==> src/rtl/sram_arb_bridge_if.sv <==
// SRAM-style request channel: request fields flow master->slave, accept/completion flow back.
// The bridge is a slave on each CPU-side channel and a master on the memory side.
interface sram_arb_bridge_if #(
    parameter int unsigned ADDR_W = 32,
    parameter int unsigned DATA_W = 32
);
    localparam int unsigned SW = DATA_W / 8;

    logic              req;
    logic              wr;
    logic [SW-1:0]     wstrb;
    logic [ADDR_W-1:0] addr;
    logic [DATA_W-1:0] wdata;
    logic              addr_ok;
    logic              data_ok;
    logic [DATA_W-1:0] rdata;

    modport master (
        output req, wr, wstrb, addr, wdata,
        input  addr_ok, data_ok, rdata
    );

    modport slave (
        input  req, wr, wstrb, addr, wdata,
        output addr_ok, data_ok, rdata
    );
endinterface

==> src/rtl/sram_arb_bridge.sv <==
// Arbitrates an instruction and a data SRAM-style channel onto one memory channel,
// one transaction in flight, with an optional DATA-phase timeout that forces completion.
module sram_arb_bridge #(
    parameter int unsigned ADDR_W   = 32,
    parameter int unsigned DATA_W   = 32,
    parameter int unsigned ARB_MODE = 0,
    parameter int unsigned TIMEOUT  = 255
) (
    input  logic              clk,
    input  logic              resetn,
    sram_arb_bridge_if.slave  i_bus,
    sram_arb_bridge_if.slave  d_bus,
    sram_arb_bridge_if.master m_bus,
    output logic              err
);
    localparam int unsigned SW = DATA_W / 8;
    localparam int unsigned CW = (TIMEOUT > 2) ? $clog2(TIMEOUT) : 1;
    localparam logic [CW-1:0] CntLast = CW'(TIMEOUT - 1);

    typedef enum logic [1:0] {StIdle, StAddr, StData} state_e;

    state_e        state_q, state_d;
    // 1 = data channel; the current grant also serves as the round-robin history.
    logic          gnt_q, gnt_d;
    logic [CW-1:0] cnt_q, cnt_d;
    logic          timeout_hit;

    assign timeout_hit = (TIMEOUT != 0) && (cnt_q == CntLast);

    always_ff @(posedge clk or negedge resetn) begin
        if (!resetn) begin
            state_q <= StIdle;
            gnt_q   <= 1'b0;
            cnt_q   <= '0;
        end else begin
            state_q <= state_d;
            gnt_q   <= gnt_d;
            cnt_q   <= cnt_d;
        end
    end

    always_comb begin
        state_d       = state_q;
        gnt_d         = gnt_q;
        cnt_d         = cnt_q;
        m_bus.req     = 1'b0;
        m_bus.wr      = 1'b0;
        m_bus.wstrb   = '0;
        m_bus.addr    = '0;
        m_bus.wdata   = '0;
        i_bus.addr_ok = 1'b0;
        i_bus.data_ok = 1'b0;
        i_bus.rdata   = '0;
        d_bus.addr_ok = 1'b0;
        d_bus.data_ok = 1'b0;
        d_bus.rdata   = '0;
        err           = 1'b0;

        unique case (state_q)
            StIdle: begin
                if (i_bus.req || d_bus.req) begin
                    if (i_bus.req && d_bus.req) begin
                        gnt_d = (ARB_MODE == 0) ? 1'b1 : ~gnt_q;
                    end else begin
                        gnt_d = d_bus.req;
                    end
                    state_d = StAddr;
                end
            end

            StAddr: begin
                m_bus.req   = 1'b1;
                m_bus.wr    = gnt_q ? d_bus.wr    : i_bus.wr;
                m_bus.wstrb = gnt_q ? d_bus.wstrb : i_bus.wstrb;
                m_bus.addr  = gnt_q ? d_bus.addr  : i_bus.addr;
                m_bus.wdata = gnt_q ? d_bus.wdata : i_bus.wdata;
                if (m_bus.addr_ok) begin
                    if (gnt_q) begin
                        d_bus.addr_ok = 1'b1;
                    end else begin
                        i_bus.addr_ok = 1'b1;
                    end
                    cnt_d   = '0;
                    state_d = StData;
                end
            end

            StData: begin
                cnt_d = cnt_q + 1'b1;
                // A real response in the timeout cycle wins and completes without error.
                if (m_bus.data_ok) begin
                    if (gnt_q) begin
                        d_bus.data_ok = 1'b1;
                        d_bus.rdata   = m_bus.rdata;
                    end else begin
                        i_bus.data_ok = 1'b1;
                        i_bus.rdata   = m_bus.rdata;
                    end
                    state_d = StIdle;
                end else if (timeout_hit) begin
                    if (gnt_q) begin
                        d_bus.data_ok = 1'b1;
                    end else begin
                        i_bus.data_ok = 1'b1;
                    end
                    err     = 1'b1;
                    state_d = StIdle;
                end
            end

            default: begin
                state_d = StIdle;
            end
        endcase
    end

    logic unused_sw;
    assign unused_sw = (SW == 0);
endmodule

==> src/flat_wrapper.sv <==
// flat-port wrapper written by rule: the top's interface ports become plain ports
module sram_arb_bridge_flat 
#(
    parameter int unsigned ADDR_W   = 32,
    parameter int unsigned DATA_W   = 32,
    parameter int unsigned ARB_MODE = 0,
    parameter int unsigned TIMEOUT  = 255
)
  (clk, resetn, err, i_bus_req, i_bus_wr, i_bus_wstrb, i_bus_addr, i_bus_wdata, i_bus_addr_ok, i_bus_data_ok, i_bus_rdata, d_bus_req, d_bus_wr, d_bus_wstrb, d_bus_addr, d_bus_wdata, d_bus_addr_ok, d_bus_data_ok, d_bus_rdata, m_bus_req, m_bus_wr, m_bus_wstrb, m_bus_addr, m_bus_wdata, m_bus_addr_ok, m_bus_data_ok, m_bus_rdata);
  sram_arb_bridge_if #(.ADDR_W(ADDR_W), .DATA_W(DATA_W)) i_bus_i ();
  sram_arb_bridge_if #(.ADDR_W(ADDR_W), .DATA_W(DATA_W)) d_bus_i ();
  sram_arb_bridge_if #(.ADDR_W(ADDR_W), .DATA_W(DATA_W)) m_bus_i ();
  input  logic clk;
  input  logic resetn;
  output logic err;
  input wire logic [$bits(i_bus_i.req)-1:0] i_bus_req;
  input wire logic [$bits(i_bus_i.wr)-1:0] i_bus_wr;
  input wire logic [$bits(i_bus_i.wstrb)-1:0] i_bus_wstrb;
  input wire logic [$bits(i_bus_i.addr)-1:0] i_bus_addr;
  input wire logic [$bits(i_bus_i.wdata)-1:0] i_bus_wdata;
  output wire logic [$bits(i_bus_i.addr_ok)-1:0] i_bus_addr_ok;
  output wire logic [$bits(i_bus_i.data_ok)-1:0] i_bus_data_ok;
  output wire logic [$bits(i_bus_i.rdata)-1:0] i_bus_rdata;
  input wire logic [$bits(d_bus_i.req)-1:0] d_bus_req;
  input wire logic [$bits(d_bus_i.wr)-1:0] d_bus_wr;
  input wire logic [$bits(d_bus_i.wstrb)-1:0] d_bus_wstrb;
  input wire logic [$bits(d_bus_i.addr)-1:0] d_bus_addr;
  input wire logic [$bits(d_bus_i.wdata)-1:0] d_bus_wdata;
  output wire logic [$bits(d_bus_i.addr_ok)-1:0] d_bus_addr_ok;
  output wire logic [$bits(d_bus_i.data_ok)-1:0] d_bus_data_ok;
  output wire logic [$bits(d_bus_i.rdata)-1:0] d_bus_rdata;
  output wire logic [$bits(m_bus_i.req)-1:0] m_bus_req;
  output wire logic [$bits(m_bus_i.wr)-1:0] m_bus_wr;
  output wire logic [$bits(m_bus_i.wstrb)-1:0] m_bus_wstrb;
  output wire logic [$bits(m_bus_i.addr)-1:0] m_bus_addr;
  output wire logic [$bits(m_bus_i.wdata)-1:0] m_bus_wdata;
  input wire logic [$bits(m_bus_i.addr_ok)-1:0] m_bus_addr_ok;
  input wire logic [$bits(m_bus_i.data_ok)-1:0] m_bus_data_ok;
  input wire logic [$bits(m_bus_i.rdata)-1:0] m_bus_rdata;
  assign i_bus_i.req = i_bus_req;
  assign i_bus_i.wr = i_bus_wr;
  assign i_bus_i.wstrb = i_bus_wstrb;
  assign i_bus_i.addr = i_bus_addr;
  assign i_bus_i.wdata = i_bus_wdata;
  assign i_bus_addr_ok = i_bus_i.addr_ok;
  assign i_bus_data_ok = i_bus_i.data_ok;
  assign i_bus_rdata = i_bus_i.rdata;
  assign d_bus_i.req = d_bus_req;
  assign d_bus_i.wr = d_bus_wr;
  assign d_bus_i.wstrb = d_bus_wstrb;
  assign d_bus_i.addr = d_bus_addr;
  assign d_bus_i.wdata = d_bus_wdata;
  assign d_bus_addr_ok = d_bus_i.addr_ok;
  assign d_bus_data_ok = d_bus_i.data_ok;
  assign d_bus_rdata = d_bus_i.rdata;
  assign m_bus_req = m_bus_i.req;
  assign m_bus_wr = m_bus_i.wr;
  assign m_bus_wstrb = m_bus_i.wstrb;
  assign m_bus_addr = m_bus_i.addr;
  assign m_bus_wdata = m_bus_i.wdata;
  assign m_bus_i.addr_ok = m_bus_addr_ok;
  assign m_bus_i.data_ok = m_bus_data_ok;
  assign m_bus_i.rdata = m_bus_rdata;
  sram_arb_bridge #(.ADDR_W(ADDR_W), .DATA_W(DATA_W), .ARB_MODE(ARB_MODE), .TIMEOUT(TIMEOUT)) u_core (.clk(clk), .resetn(resetn), .i_bus(i_bus_i), .d_bus(d_bus_i), .m_bus(m_bus_i), .err(err));
endmodule
==> config.mk <==
export PLATFORM = sky130hd
export DESIGN_NAME = sram_arb_bridge_flat
export DESIGN_NICKNAME = d
export VERILOG_FILES = /design/src/rtl/sram_arb_bridge_if.sv /design/src/rtl/sram_arb_bridge.sv /design/src/flat_wrapper.sv
export SDC_FILE = /design/constraint.sdc
export NUM_CORES = 1
export LEC_CHECK = 0
export ABC_CLOCK_PERIOD_IN_PS = 1200
export BUFFER_PORTS_ARGS = -buffer_cell sky130_fd_sc_hd__buf_2
export CAP_MARGIN = 20
export CORE_AREA = 2 2 122 124
export DETAILED_ROUTE_END_ITERATION = 10
export DIE_AREA = 0 0 124 126
export PLACE_DENSITY = 0.47
export RECOVER_POWER = 100
export SETUP_SLACK_MARGIN = 0.02
export SLEW_MARGIN = 5
export SYNTH_ARGS = -nofsm -noshare
export SYNTH_HDL_FRONTEND = slang
export SYNTH_SLANG_ARGS = --single-unit
==> constraint.sdc <==
create_clock -name clk -period 1.2 [get_ports clk]
set_input_delay 0.12 -clock clk [delete_from_list [all_inputs] [get_ports clk]]
set_output_delay 0.12 -clock clk [all_outputs]
set_load 0.005 [all_outputs]
==> results.ini, run 1 <==
[grt]
grt-ovfl-total=0
largest_net_degree_at_the_start_of_global_routing=33
global_route.usage.total_pct=14.9
antenna_found_initial=1
first_global_vias=3256
grt_first_pass_wirelength_um=17900

[critical_path]
critical_path_required_ps=1080
reg2reg_to=u_core.gnt_q
crit-reg2reg-launch=u_core.gnt_q
worst_setup_path_end_kind=primary output
reg2reg_setup_slack_ps=-180
worstPathMaxFanout=5
critPathLaunchType=flop
timing.setup.critical_path_class=reg2out
timing.reg2reg.worst_path_depth=6
data_arrival_time_of_the_critical_path_ps=1600

[detailed_routing]
routed_wirelength_um=13200
via_count=3427
vias_per_cell=4.15
final_antenna_net_count=0
drc_errors=0
dr.first_iter.drc_count=47
post_drt_wl_per_cell_um=16.0
dr.pass1.iters=4

[sta]
setup_viol=148
setup_repair_after_global_routing_missed_its_margin=true
max_slew.worst_pin.slew_ps=649
minimum_period_implied_by_the_final_worst_setup_slack_ps=1720
max-slew-margin-rel_pct=56.7
finalMaxSlewViolations=0
worst_clock_skew_ps=1.34
report.final.hold_viol_count=0
max_clock_freq_mhz=582
portion_of_the_clock_cycle_consumed_by_the_worst_path_in_the_final_layout_pct=143
setup_ws_ps=-519
worst_hold_slack_ps=90.2

[cts]
h_tree_lvls=1
cts_max_path_buffers=2
clock_sinks=11
clkSlewWorstSetupHoldPaths_ps=40
tritoncts=built
ctsRootBufferMaster=clkbuf_16
source_to_sink_clock_delay_at_the_later_pin_of_the_worst_skew_pair_ps=240
cts_buffers=3

[yosys]
synth.lib_cells_used.distinct=31
synth_enable_flop_cells=0
synth.yosys.seq_area_share_pct=12.7
synth_most_common_cell=mux2i_1
synthTopCellsByCount=mux2i_1, nor2_1, and2_1, dfrtp_1, buf_2
yosys.area.top_type=mux2i_1
synthesis.instances=287
synthesis.area_sq_um=2160
mean_instance_size_in_the_synthesized_netlist_sq_um=7.54
synth.area.top_cells=mux2i_1, and2_1, dfrtp_1, nor2_1, buf_6
proportion_of_register_bits_with_asynchronous_set_or_reset_after_synthesis_pct=100
ys_dominant_reg_cell=dfrtp_1
synthesis.nets=465
yosysTopAreaCellShare_pct=33.8
synth-seq-cells=11
synth_warnings=0

[worst_hold_path]
min_to=u_core.state_q[0]
worst_hold_path_type=in2reg
hold_start=m_bus_addr_ok
worst_hold_path.num_cells=2

[die]
rows=44
ioPinCount=315
floorplan.initialDensity_pct=15.1
die-height_um=126
floorplan.die_area_sq_um=15600
placeableCoreArea_sq_um=14300
die_x_um=124

[pwr]
power-per-cell-area_nw_per_um2=1830
cellLeakagePower_nw=2.90
max-vdd-ir-drop_v=0.000649
p_total_w=0.00920

[outcome]
violations=setup timing
outcome=complete, but fails checks

[layout]
num_antenna_cells=0
finalNetCount=820
filler_cell_count=1507
utilization_pct=35.1
layout_cell_share_with_drive_strength_beyond_1_pct=69.3
area_growth_syn_to_layout_pct=132

[place]
place.detailed.hpwl_um=10600
port-buffer-count=314
finalWeightedCongestion=0.911

[flow_run]
max-cap-violations=0

## logic make-up (layout without fill, tap and decap cells)
| group | count (synthesis) | after routing | share of synthesized area [%] |
|---|---|---|---|
| simple gates | 163 | 165 | 39.8 |
| mux | 73 | 73 | 33.8 |
| buf+inv | 26 | 378 | 8.84 |
| compound gates | 11 | 11 | 3.29 |
| flops | 11 | 11 | 12.7 |
| fa+ha+maj | 2 | 2 | 1.16 |
| xor+xnor | 1 | 1 | 0.405 |
## cell usage in the layout, fill, tap and decap left out, types with 3 or more instances in the layout
master,netlist,final
nand2_1,6,3
clkbuf_16,0,5
mux2i_2,0,15
mux2i_4,0,10
nor2_1,72,60
buf_12,0,7
buf_8,0,3
and3_4,1,4
and2_4,0,7
buf_6,7,23
and2_1,64,57
buf_4,8,33
a21oi_1,3,3
buf_16,0,3
buf_2,9,299
dfrtp_1,11,8
mux2i_1,73,48
nand3_2,0,5
nor2_4,0,11
nand2_2,0,3
## layer usage
layer	vias up	GRT usage [%]	part of all wire [%]
li1	1665	-	-
met4	0	2.64	1.1
met5	-	0	0
met1	1543	17.7	38
met3	10	1.49	7.1
met2	209	28.7	53
## power by group
| group | leakage, nW | switching (W) | internal, W |
|---|---|---|---|
| Combinational | 2.72 | 0.00360 | 0.00440 |
| Sequential | 0.143 | 0.000108 | 0.000478 |
| Clock | 0.0382 | 0.000172 | 0.000447 |
## area by class of cell
type                       count  area [sq um]  share of cell area (%)
tap                          184           230                    4.59
clock buffer                   4          78.8                    1.57
inverter                       2          7.51                   0.150
timing repair buffer         372          2330                    46.5
sequential                    11           282                    5.61
multi-input combinational    252          2080                    41.5
## per-stage QoR
stage,setup WS [ps],area (sq um),cells,setup TNS [ps]
finish,-519,5020,825,-56740
global route,-571,5020,825,-65470
CTS,-539,4680,815,-58800
detailed placement,-299,4240,799,-22160
global placement,-263,4240,799,-16570
floorplan,-83.3,2290,287,-2500
## worst max-delay path, stage by stage, from the launching register on
cell and delay [ps]:
dfrtp_4 490, buf_4 170, buf_4 160, mux2i_4 190
buf_4 140, nor2_4 80, buf_4 120
## state kept, by name, indices dropped and copies added (netlist names)
signal and flops:
u_core.gnt_q 1, u_core.cnt_q 8, u_core.state_q 2
## timing repair
item | in CTS | in global routing
gates resized for setup | 48 | 57
hold buffers | 1 | 0
buffers inserted | 9 | 10
endpoints found under the setup margin | 147 | 149
pin swaps | 11 | 23
endpoints found under the hold margin | 11 | 0
gates cloned | 2 | 4
## how the worst max path moves through the flow
| stage | from | depth (start not counted) | endpoint | slack (ps) |
|---|---|---|---|---|
| finish | u_core.gnt_q | 6 | m_bus_wdata[30] | -520 |
| global route | u_core.gnt_q | 6 | i_bus_rdata[0] | -570 |
| CTS | u_core.gnt_q | 6 | i_bus_rdata[26] | -540 |
| detailed placement | u_core.gnt_q | 5 | m_bus_wdata[27] | -300 |
| global placement | u_core.gnt_q | 5 | m_bus_wdata[27] | -260 |
| floorplan | u_core.state_q[0] | 5 | i_bus_rdata[10] | -80 |
(Power assumes the default switching activity.)
==> run 2, diff against run 1 <==
--- a/config.mk
+++ b/config.mk
@@ -6,12 +6,12 @@
 export NUM_CORES = 1
 export LEC_CHECK = 0
 export ABC_CLOCK_PERIOD_IN_PS = 1200
-export BUFFER_PORTS_ARGS = -buffer_cell sky130_fd_sc_hd__buf_2
 export CAP_MARGIN = 20
-export CORE_AREA = 2 2 122 124
+export CORE_AREA = 10 10 114 116
 export DETAILED_ROUTE_END_ITERATION = 10
 export DIE_AREA = 0 0 124 126
-export PLACE_DENSITY = 0.47
+export DONT_BUFFER_PORTS = 1
+export PLACE_DENSITY = 0.33
 export RECOVER_POWER = 100
 export SETUP_SLACK_MARGIN = 0.02
 export SLEW_MARGIN = 5
==> results.ini, run 2 (synthesized netlist as in run 1, its figures left out) <==
[outcome]
outcome=complete, but fails checks
violations=setup timing

[cts]
source_to_sink_clock_delay_at_the_later_pin_of_the_worst_skew_pair_ps=240
h_tree_lvls=1
cts_buffers=3
tritoncts=built
clock_sinks=11
ctsRootBufferMaster=clkbuf_8
cts_max_path_buffers=2
clkSlewWorstSetupHoldPaths_ps=50

[sta]
max_slew.worst_pin.slew_ps=562
max-slew-margin-rel_pct=62.4
finalMaxSlewViolations=0
max_clock_freq_mhz=629
report.final.hold_viol_count=0
setup_ws_ps=-389
worst_clock_skew_ps=1.46
portion_of_the_clock_cycle_consumed_by_the_worst_path_in_the_final_layout_pct=132
setup_repair_after_global_routing_missed_its_margin=true
minimum_period_implied_by_the_final_worst_setup_slack_ps=1590
worst_hold_slack_ps=31.1
setup_viol=150

[detailed_routing]
dr.first_iter.drc_count=29
drc_errors=0
final_antenna_net_count=0
dr.pass1.iters=4
routed_wirelength_um=12200
via_count=2350
post_drt_wl_per_cell_um=25.9
vias_per_cell=4.97

[layout]
most_common_library_cell_in_the_layout_ignoring_fill_and_taps=and2_1
biggest_register=u_core.cnt_q
largest_register_ffs=8
reg_top3=u_core.cnt_q x8, u_core.state_q x2, u_core.gnt_q x1
layout_cell_share_with_drive_strength_beyond_1_pct=66.1
area_growth_syn_to_layout_pct=83.1
final_area_sq_um=3960
num_antenna_cells=0
mostFrequentLayoutCells=and2_1, nor2_4, mux2i_2, buf_4, mux2i_4
utilization_pct=37.0
finalNetCount=512

[die]
ioPinCount=315
floorplan.die_area_sq_um=15600
die_x_um=124
die-height_um=126
rows=38
placeableCoreArea_sq_um=10700
floorplan.initialDensity_pct=20.2

[grt]
largest_net_degree_at_the_start_of_global_routing=33
global_route.usage.total_pct=13.0
antenna_found_initial=0
first_global_vias=2503
grt-ovfl-total=0
grt_first_pass_wirelength_um=16000

[critical_path]
cpLargestDelayFamily=flip-flops
data_arrival_time_of_the_critical_path_ps=1470
timing.setup.critical_path_class=reg2out
critical_path_required_ps=1080
worst_setup_path_end_kind=primary output
crit_chain=buf_12, nor3b_4, buf_12, and2_1
worstPathMaxFanout=32
max_stage_delay_ps=510
worst_path_most_repeated_cell=buf_12
crit_path_top_delay_cell=dfrtp_4
critPathLaunchType=flop
path_buf_inv=2

[place]
finalWeightedCongestion=0.762
preCtsSetupSlack_ps=-206
place.detailed.hpwl_um=9600
port-buffer-count=0
post_dp_cell_area_sq_um=2650

[worst_hold_path]
worst_hold_path_type=in2reg

[pwr]
max-vdd-ir-drop_v=0.00165
cellLeakagePower_nw=1.51
p_total_w=0.00976
power-per-cell-area_nw_per_um2=2460

[flow_run]
max-cap-violations=0

## run 2: cell count changes in the layout (fill, tap and decap cells not counted), moves of 8 or more
cell	before	now
nor2_4	11	49
nor2_2	1	19
mux2i_2	15	35
nor2_1	60	4
buf_6	23	15
mux2i_4	10	22
mux2i_1	48	16
buf_2	299	0
## run 2: layer usage
metal | part of all wire, % | up-vias | global-route usage (%)
met5 | 0 | - | 0
met4 | 1.3 | 0 | 1.22
met3 | 14 | 10 | 3.80
met2 | 55 | 192 | 26.5
met1 | 29 | 1097 | 12.6
li1 | - | 1051 | -
## run 2: area by class of cell
type,instances,area (sq um)
clock buffer,4,45.0
fill,1050,6740
inverter,2,10.0
multi-input combinational,250,2620
sequential,11,280
tap,140,175
timing repair buffer,66,830
## run 2: path summary, 6_finish.rpt
path	start	to	slack (ps)	cells after the start
setup / recovery	u_core.gnt_q	i_bus_rdata[6]	-390	4
hold / removal	d_bus_req	u_core.gnt_q	30	1
setup reg to reg	u_core.state_q[0]	u_core.cnt_q[5]	-270	6
hold reg to reg	u_core.cnt_q[7]	u_core.cnt_q[7]	480	1
max in group asynchronous	resetn	u_core.gnt_q	470	1
min in group asynchronous	resetn	u_core.state_q[0]	310	1
## run 2: timing repair
| action | 4_1_cts | 5_1_grt |
|---|---|---|
| endpoints found under the setup margin | 146 | 150 |
| hold buffers | 3 | 0 |
| setup buffers | 14 | 9 |
| cloned | 5 | 3 |
| pin swaps | 17 | 21 |
| resized for setup | 107 | 123 |
| endpoints found under the hold margin | 13 | 0 |
## run 2: stage by stage
| step | cells | setup TNS (ps) |
|---|---|---|
| global placement | 441 | -9190 |
| global route | 473 | -55080 |
| finish | 473 | -45850 |
| CTS | 467 | -46700 |
| detailed placement | 441 | -11120 |
| floorplan | 287 | -2500 |
## run 2: report_power, final
group          internal (W)  switching, W
registers          0.000473      0.000120
logic               0.00457       0.00421
clock network      0.000234      0.000148
